**config.mk**
```make
export PLATFORM = sky130hd
export DESIGN_NAME = sd_block_responder
export DESIGN_NICKNAME = d
export VERILOG_FILES = /design/src/rtl/sd_block_responder.sv
export SDC_FILE = /design/constraint.sdc
export NUM_CORES = 1
export LEC_CHECK = 0
export BUFFER_PORTS_ARGS = -buffer_cell sky130_fd_sc_hd__buf_2
export CELL_PAD_IN_SITES_DETAIL_PLACEMENT = 0
export CELL_PAD_IN_SITES_GLOBAL_PLACEMENT = 2
export CORE_MARGIN = 4
export CORE_UTILIZATION = 36
export DETAILED_ROUTE_END_ITERATION = 6
export PLACE_DENSITY_LB_ADDON = 0.15
export SYNTH_ARGS = -nofsm -noshare
export SYNTH_HDL_FRONTEND = slang
export SYNTH_SLANG_ARGS = --single-unit
```
**constraint.sdc**
```tcl
create_clock -name clk_sys -period 4.1 [get_ports clk_sys]
set_input_delay 0.205 -clock clk_sys [delete_from_list [all_inputs] [get_ports clk_sys]]
set_output_delay 0.205 -clock clk_sys [all_outputs]
set_load 0.03 [all_outputs]
```
**src/rtl/sd_block_responder.sv**
```systemverilog
// Target-side responder for SD sector requests: moves one 512-byte sector
// between a byte-wide backing store and the requester's sector buffer.
module sd_block_responder #(
    parameter int unsigned ACK_DELAY   = 4,
    parameter logic [31:0] IMG_SECTORS = 32'd16384
) (
    input  logic        clk_sys,
    input  logic        reset_n,
    input  logic [31:0] sd_lba,
    input  logic        sd_rd,
    input  logic        sd_wr,
    output logic        sd_ack,
    output logic [8:0]  sd_buff_addr,
    output logic [7:0]  sd_buff_dout,
    output logic        sd_buff_wr,
    input  logic [7:0]  sd_buff_din,
    output logic [31:0] mem_addr,
    output logic        mem_rd,
    output logic        mem_wr,
    output logic [7:0]  mem_wdata,
    input  logic [7:0]  mem_rdata,
    input  logic        mem_ready,
    output logic        busy,
    output logic        err
);

    typedef enum logic [3:0] {
        S_IDLE, S_DELAY, S_RD_REQ, S_RD_WAIT, S_RD_PUT,
        S_WR_ADDR, S_WR_CAP, S_WR_WAIT, S_DONE
    } state_t;

    localparam logic [7:0] ACK_CNT = 8'(ACK_DELAY);

    state_t      r_state, w_state_nxt;
    logic [8:0]  r_idx, w_idx_nxt;
    logic [7:0]  r_cnt, w_cnt_nxt;
    logic [22:0] r_lba, w_lba_nxt;
    logic        r_dir_rd, w_dir_rd_nxt;
    logic        r_armed, w_armed_nxt;
    logic        r_err, w_err_nxt;
    logic        r_ack, w_ack_nxt;
    logic        r_busy, w_busy_nxt;
    logic        r_buff_wr, w_buff_wr_nxt;
    logic [8:0]  r_buff_addr, w_buff_addr_nxt;
    logic [7:0]  r_buff_dout, w_buff_dout_nxt;
    logic        r_mem_rd, w_mem_rd_nxt;
    logic        r_mem_wr, w_mem_wr_nxt;
    logic [31:0] r_mem_addr, w_mem_addr_nxt;
    logic [7:0]  r_mem_wdata, w_mem_wdata_nxt;

    // Next-state and next-output computation; outputs take their value on state entry
    always_comb begin
        w_state_nxt     = r_state;
        w_idx_nxt       = r_idx;
        w_cnt_nxt       = r_cnt;
        w_lba_nxt       = r_lba;
        w_dir_rd_nxt    = r_dir_rd;
        w_err_nxt       = r_err;
        w_ack_nxt       = r_ack;
        w_buff_wr_nxt   = 1'b0;
        w_buff_addr_nxt = r_buff_addr;
        w_buff_dout_nxt = r_buff_dout;
        w_mem_rd_nxt    = 1'b0;
        w_mem_wr_nxt    = 1'b0;
        w_mem_addr_nxt  = r_mem_addr;
        w_mem_wdata_nxt = r_mem_wdata;
        if (!sd_rd && !sd_wr) begin
            w_armed_nxt = 1'b1;
        end else begin
            w_armed_nxt = r_armed;
        end

        case (r_state)
            S_IDLE: begin
                if (r_armed && (sd_rd || sd_wr)) begin
                    w_lba_nxt    = sd_lba[22:0];
                    w_dir_rd_nxt = sd_rd;
                    w_err_nxt    = (sd_lba >= IMG_SECTORS);
                    w_idx_nxt    = 9'd0;
                    w_cnt_nxt    = 8'd0;
                    w_state_nxt  = S_DELAY;
                end else begin
                    w_state_nxt  = S_IDLE;
                end
            end
            S_DELAY: begin
                if (r_cnt == ACK_CNT) begin
                    w_ack_nxt = 1'b1;
                    if (r_dir_rd) begin
                        w_state_nxt    = S_RD_REQ;
                        w_mem_rd_nxt   = ~r_err;
                        w_mem_addr_nxt = {r_lba, 9'd0};
                    end else begin
                        w_state_nxt     = S_WR_ADDR;
                        w_buff_addr_nxt = 9'd0;
                    end
                end else begin
                    w_cnt_nxt = r_cnt + 8'd1;
                end
            end
            S_RD_REQ: begin
                // Out-of-range sectors read as erased flash without touching memory
                if (r_err) begin
                    w_state_nxt     = S_RD_PUT;
                    w_buff_wr_nxt   = 1'b1;
                    w_buff_addr_nxt = r_idx;
                    w_buff_dout_nxt = 8'hFF;
                end else begin
                    w_state_nxt     = S_RD_WAIT;
                end
            end
            S_RD_WAIT: begin
                if (mem_ready) begin
                    w_state_nxt     = S_RD_PUT;
                    w_buff_wr_nxt   = 1'b1;
                    w_buff_addr_nxt = r_idx;
                    w_buff_dout_nxt = mem_rdata;
                end else begin
                    w_state_nxt     = S_RD_WAIT;
                end
            end
            S_RD_PUT: begin
                if (r_idx == 9'd511) begin
                    w_state_nxt    = S_DONE;
                    w_ack_nxt      = 1'b0;
                end else begin
                    w_idx_nxt      = r_idx + 9'd1;
                    w_state_nxt    = S_RD_REQ;
                    w_mem_rd_nxt   = ~r_err;
                    w_mem_addr_nxt = {r_lba, r_idx + 9'd1};
                end
            end
            S_WR_ADDR: begin
                w_state_nxt    = S_WR_CAP;
                w_mem_wr_nxt   = ~r_err;
                w_mem_addr_nxt = {r_lba, r_idx};
            end
            S_WR_CAP: begin
                w_mem_wdata_nxt = sd_buff_din;
                if (!r_err) begin
                    w_state_nxt     = S_WR_WAIT;
                end else if (r_idx == 9'd511) begin
                    w_state_nxt     = S_DONE;
                    w_ack_nxt       = 1'b0;
                end else begin
                    w_idx_nxt       = r_idx + 9'd1;
                    w_state_nxt     = S_WR_ADDR;
                    w_buff_addr_nxt = r_idx + 9'd1;
                end
            end
            S_WR_WAIT: begin
                if (!mem_ready) begin
                    w_state_nxt     = S_WR_WAIT;
                end else if (r_idx == 9'd511) begin
                    w_state_nxt     = S_DONE;
                    w_ack_nxt       = 1'b0;
                end else begin
                    w_idx_nxt       = r_idx + 9'd1;
                    w_state_nxt     = S_WR_ADDR;
                    w_buff_addr_nxt = r_idx + 9'd1;
                end
            end
            S_DONE: begin
                w_armed_nxt = 1'b0;
                w_state_nxt = S_IDLE;
            end
            default: begin
                w_state_nxt = S_IDLE;
                w_ack_nxt   = 1'b0;
            end
        endcase
        w_busy_nxt = (w_state_nxt != S_IDLE);
    end

    // State and output registers
    always_ff @(posedge clk_sys or negedge reset_n) begin
        if (!reset_n) begin
            r_state     <= S_IDLE;
            r_idx       <= 9'd0;
            r_cnt       <= 8'd0;
            r_lba       <= 23'd0;
            r_dir_rd    <= 1'b0;
            r_armed     <= 1'b0;
            r_err       <= 1'b0;
            r_ack       <= 1'b0;
            r_busy      <= 1'b0;
            r_buff_wr   <= 1'b0;
            r_buff_addr <= 9'd0;
            r_buff_dout <= 8'd0;
            r_mem_rd    <= 1'b0;
            r_mem_wr    <= 1'b0;
            r_mem_addr  <= 32'd0;
            r_mem_wdata <= 8'd0;
        end else begin
            r_state     <= w_state_nxt;
            r_idx       <= w_idx_nxt;
            r_cnt       <= w_cnt_nxt;
            r_lba       <= w_lba_nxt;
            r_dir_rd    <= w_dir_rd_nxt;
            r_armed     <= w_armed_nxt;
            r_err       <= w_err_nxt;
            r_ack       <= w_ack_nxt;
            r_busy      <= w_busy_nxt;
            r_buff_wr   <= w_buff_wr_nxt;
            r_buff_addr <= w_buff_addr_nxt;
            r_buff_dout <= w_buff_dout_nxt;
            r_mem_rd    <= w_mem_rd_nxt;
            r_mem_wr    <= w_mem_wr_nxt;
            r_mem_addr  <= w_mem_addr_nxt;
            r_mem_wdata <= w_mem_wdata_nxt;
        end
    end

    // The buffer byte is only valid during WR_CAP, so it is forwarded with the write pulse
    assign mem_wdata    = (r_state == S_WR_CAP) ? sd_buff_din : r_mem_wdata;
    assign sd_ack       = r_ack;
    assign sd_buff_addr = r_buff_addr;
    assign sd_buff_dout = r_buff_dout;
    assign sd_buff_wr   = r_buff_wr;
    assign mem_addr     = r_mem_addr;
    assign mem_rd       = r_mem_rd;
    assign mem_wr       = r_mem_wr;
    assign busy         = r_busy;
    assign err          = r_err;

endmodule

```
==> results.sh <==
export IMPL_outcome="completed"
export IMPL_clk_latency_ps=350
export IMPL_ios=116
export IMPL_fin_skew_ps=5.99
export IMPL_die_w_um=125
export IMPL_worst_setup_path_start_kind="register"
export IMPL_fin_cells=765
export IMPL_hold_viol_final=0
export IMPL_grt_max_degree=52
export IMPL_core_sq_mm=0.0133
export IMPL_fill_cells=1360
export IMPL_peakVddDrop_mv=0.320
export IMPL_setup_violations=0
export IMPL_synth_area_per_cell_sq_um=10.3
export IMPL_portBuffers=115
export IMPL_grt_overflow_total=0
export IMPL_syn_cell_area_sq_mm=0.00493
export IMPL_h_tree_depth=3
export IMPL_synth_cell_types=44
export IMPL_clk_pin_slew_ps=70
export IMPL_drt_first_iter_violations=214
export IMPL_netlist_area_leader_share=0.554
export IMPL_timing_final_crit_share=0.680
export IMPL_pwr_share_comb=0.430
export IMPL_die_h_um=125
export IMPL_yosys_warnings=0
export IMPL_drt_vias_per_instance=4.90
export IMPL_grt_usage=0.155
export IMPL_cap_viol_max_count=0
export IMPL_period_needed_ps=2790
export IMPL_worst_pin_slew_ps=924
export IMPL_crit_family="simple AND/OR/NAND/NOR gates"
export IMPL_fin_tns_setup_ps=0
export IMPL_synth_edf_count=0
export IMPL_synthTopCellsByArea="dfrtp_1 (55%), mux2_2 (9.4%), nand2_1 (7.4%)"
export IMPL_cts_root_buf="clkbuf_16"
export IMPL_dp_hpwl_um=8140
export IMPL_grt_pass1_vias=3980
export IMPL_pwr_share_seq=0.378
export IMPL_synthTopCellsByCount="dfrtp_1 (109), nand2_1 (97), nor2_1 (47)"
export IMPL_syn_inst=478
export IMPL_swShare=0.427
export IMPL_initial_core_util=0.369
export IMPL_numCtsBuffers=9
export IMPL_ys_ff_latch=109
export IMPL_cts_sinks=109
export IMPL_cts_tree="built"
export IMPL_cts_resized=0
export IMPL_p_sw_mw=1.97
export IMPL_layout_drive_gt1_share=0.307
export IMPL_clockPowerShare=0.192
export IMPL_cpMaxStageDelayCell="dfrtp_1"
export IMPL_dpl_cell_count=748
export IMPL_critical_path_peak_fanout=17
export IMPL_nets=642
export IMPL_crit_required_ps=3890
export IMPL_synth_ff_type="dfrtp_1"
export IMPL_diodes=0
export IMPL_ys_async_sr_fraction=1.00
export IMPL_ant_nets=0
export IMPL_path_cells="nor2b_1 -> nand2_1 -> nor2_1 -> mux2_2 -> buf_2"
export IMPL_drt_wl_total_um=11600
export IMPL_row_count=42
export IMPL_routedWlPerCell_um=15.2
export IMPL_grt_util_met2=0.258
export IMPL_slew_limit_headroom=0.384
export IMPL_syn2layout_area_growth_pct=21.1
export IMPL_hold_class="in -> reg"
export IMPL_path_class="reg -> out"
export IMPL_clockBufferDepth=2
export IMPL_drt_first_pass_iters=6
export IMPL_syn_nets=536
export IMPL_drc_errors=0
export IMPL_worst_path_buf_inv=1
export IMPL_top_usage_layer="met2"
export IMPL_fmax_mhz=359
export IMPL_gp_congestion=0.749
export IMPL_yosysMostFrequentCell="dfrtp_1"
export IMPL_grtUsageMet3=0.0269
export IMPL_antenna_found_initial=0
export IMPL_critPathCaptureType="output pin"
export IMPL_power_density_mw_per_mm2=775
export IMPL_arrival_ps=2580
export IMPL_total_leakage_power_nw=2.88
export IMPL_internal_power_mw=2.65
export IMPL_ys_seq_area_frac=0.554
export IMPL_grtUsageMet1=0.206
export IMPL_slowest_delay_ps=670
export IMPL_dieArea_sq_mm=0.0156
export IMPL_vias=3745
export IMPL_drv_slew=0
export IMPL_cts_setup_buffers=0
export IMPL_grt_pass1_wl_um=19800
export IMPL_ff2ff_setup_slack_ps=1330
export IMPL_synth_top_area_cell="dfrtp_1"
export IMPL_rsz0062_at_grt="no"
flip-flops by register name (all words and copies together), names as in the netlist:
register / cells
r_idx: 9
r_mem_wdata: 8
err: 1
r_dir_rd: 1
r_state: 4
mem_wr: 1
sd_buff_wr: 1
sd_buff_dout: 8
mem_rd: 1
sd_buff_addr: 9
busy: 1
mem_addr: 32
r_lba: 23
r_armed: 1
r_cnt: 8
sd_ack: 1
routing by layer:
layer,up-vias,share of wire
met5,-,0
met3,11,0.033
met4,0,0.015
li1,1833,-
met2,66,0.48
met1,1835,0.47
final timing paths:
kind                       startpoint        endpoint  cells past startpoint
hold reg to reg              r_lba[9]    mem_addr[18]                      2
hold / removal              sd_lba[8]        r_lba[8]                      2
setup reg to reg             r_idx[2]            busy                      8
setup / recovery           r_state[1]    mem_wdata[1]                      5
max in group asynchronous     reset_n  r_mem_wdata[6]                      3
min in group asynchronous     reset_n        r_lba[3]                      2
final cells by class:
| class | instances | area, sq um | area share |
|---|---|---|---|
| flip-flops and latches | 109 | 2730 | 0.457 |
| multi-input cells | 327 | 2030 | 0.340 |
| repair buffers | 121 | 626 | 0.105 |
| clock buffers | 11 | 243 | 0.0407 |
| well taps | 176 | 220 | 0.0369 |
| clock inverters | 5 | 60.1 | 0.0101 |
| inverters | 16 | 60.1 | 0.0101 |
cell usage in the layout, fill, tap and decap left out, drive strengths merged, types with 4 or more instances in the layout:
| cell type | count |
|---|---|
| buf | 120 |
| nand4 | 5 |
| dfrtp | 109 |
| ha | 5 |
| nor3 | 5 |
| nor2b | 7 |
| nand2b | 5 |
| nor4 | 5 |
| nand3 | 11 |
| inv | 16 |
| mux2 | 41 |
| o31ai | 12 |
| a21oi | 10 |
| o21ai | 15 |
| and3 | 4 |
| xnor2 | 7 |
| a31oi | 12 |
| nand2 | 97 |
| xor2 | 12 |
| clkbuf | 11 |
| nor2 | 47 |
power by group through the flow:
stage	combinational (mW)	clock [mW]	sequential, mW
after floorplan	1.21	0	2.00
after global placement	1.99	0	1.77
after detailed placement	2.02	0	1.78
after CTS	2.03	0.918	1.76
after global routing	2.22	0.958	1.81
final	1.99	0.886	1.75
stage by stage:
step                      setup WS (ps)  power, mW  area, sq um  hold WS, ps   util
after detailed placement           1300       3.79         5650         96.8  0.424
final                              1310       4.62         5970         84.7  0.447
after global routing                960       4.98         5970         75.2  0.447
after floorplan                    1550       3.21         4930        -90.6      -
after global placement             1380       3.76         5650         93.2  0.424
after CTS                          1290       4.70         5970         70.5  0.447
what timing repair did:
action                                 4_1_cts  5_1_grt
setup endpoints to repair                    0        0
endpoints found under the hold margin       17        0
hold buffers                                 1        0
kinds of logic (layout without fill, tap and decap cells):
kind of cell | Yosys count | count (layout) | synth area share
AND/OR/NAND/NOR | 201 | 201 | 0.190
buffers and inverters | 42 | 153 | 0.0361
XOR/XNOR | 19 | 19 | 0.0338
adder cells (fa/ha/maj) | 5 | 5 | 0.0127
multiplexers | 44 | 44 | 0.0998
AO/OA/AOI/OAI | 58 | 58 | 0.0739
flip-flops | 109 | 109 | 0.554
(Power assumes the default switching activity.)
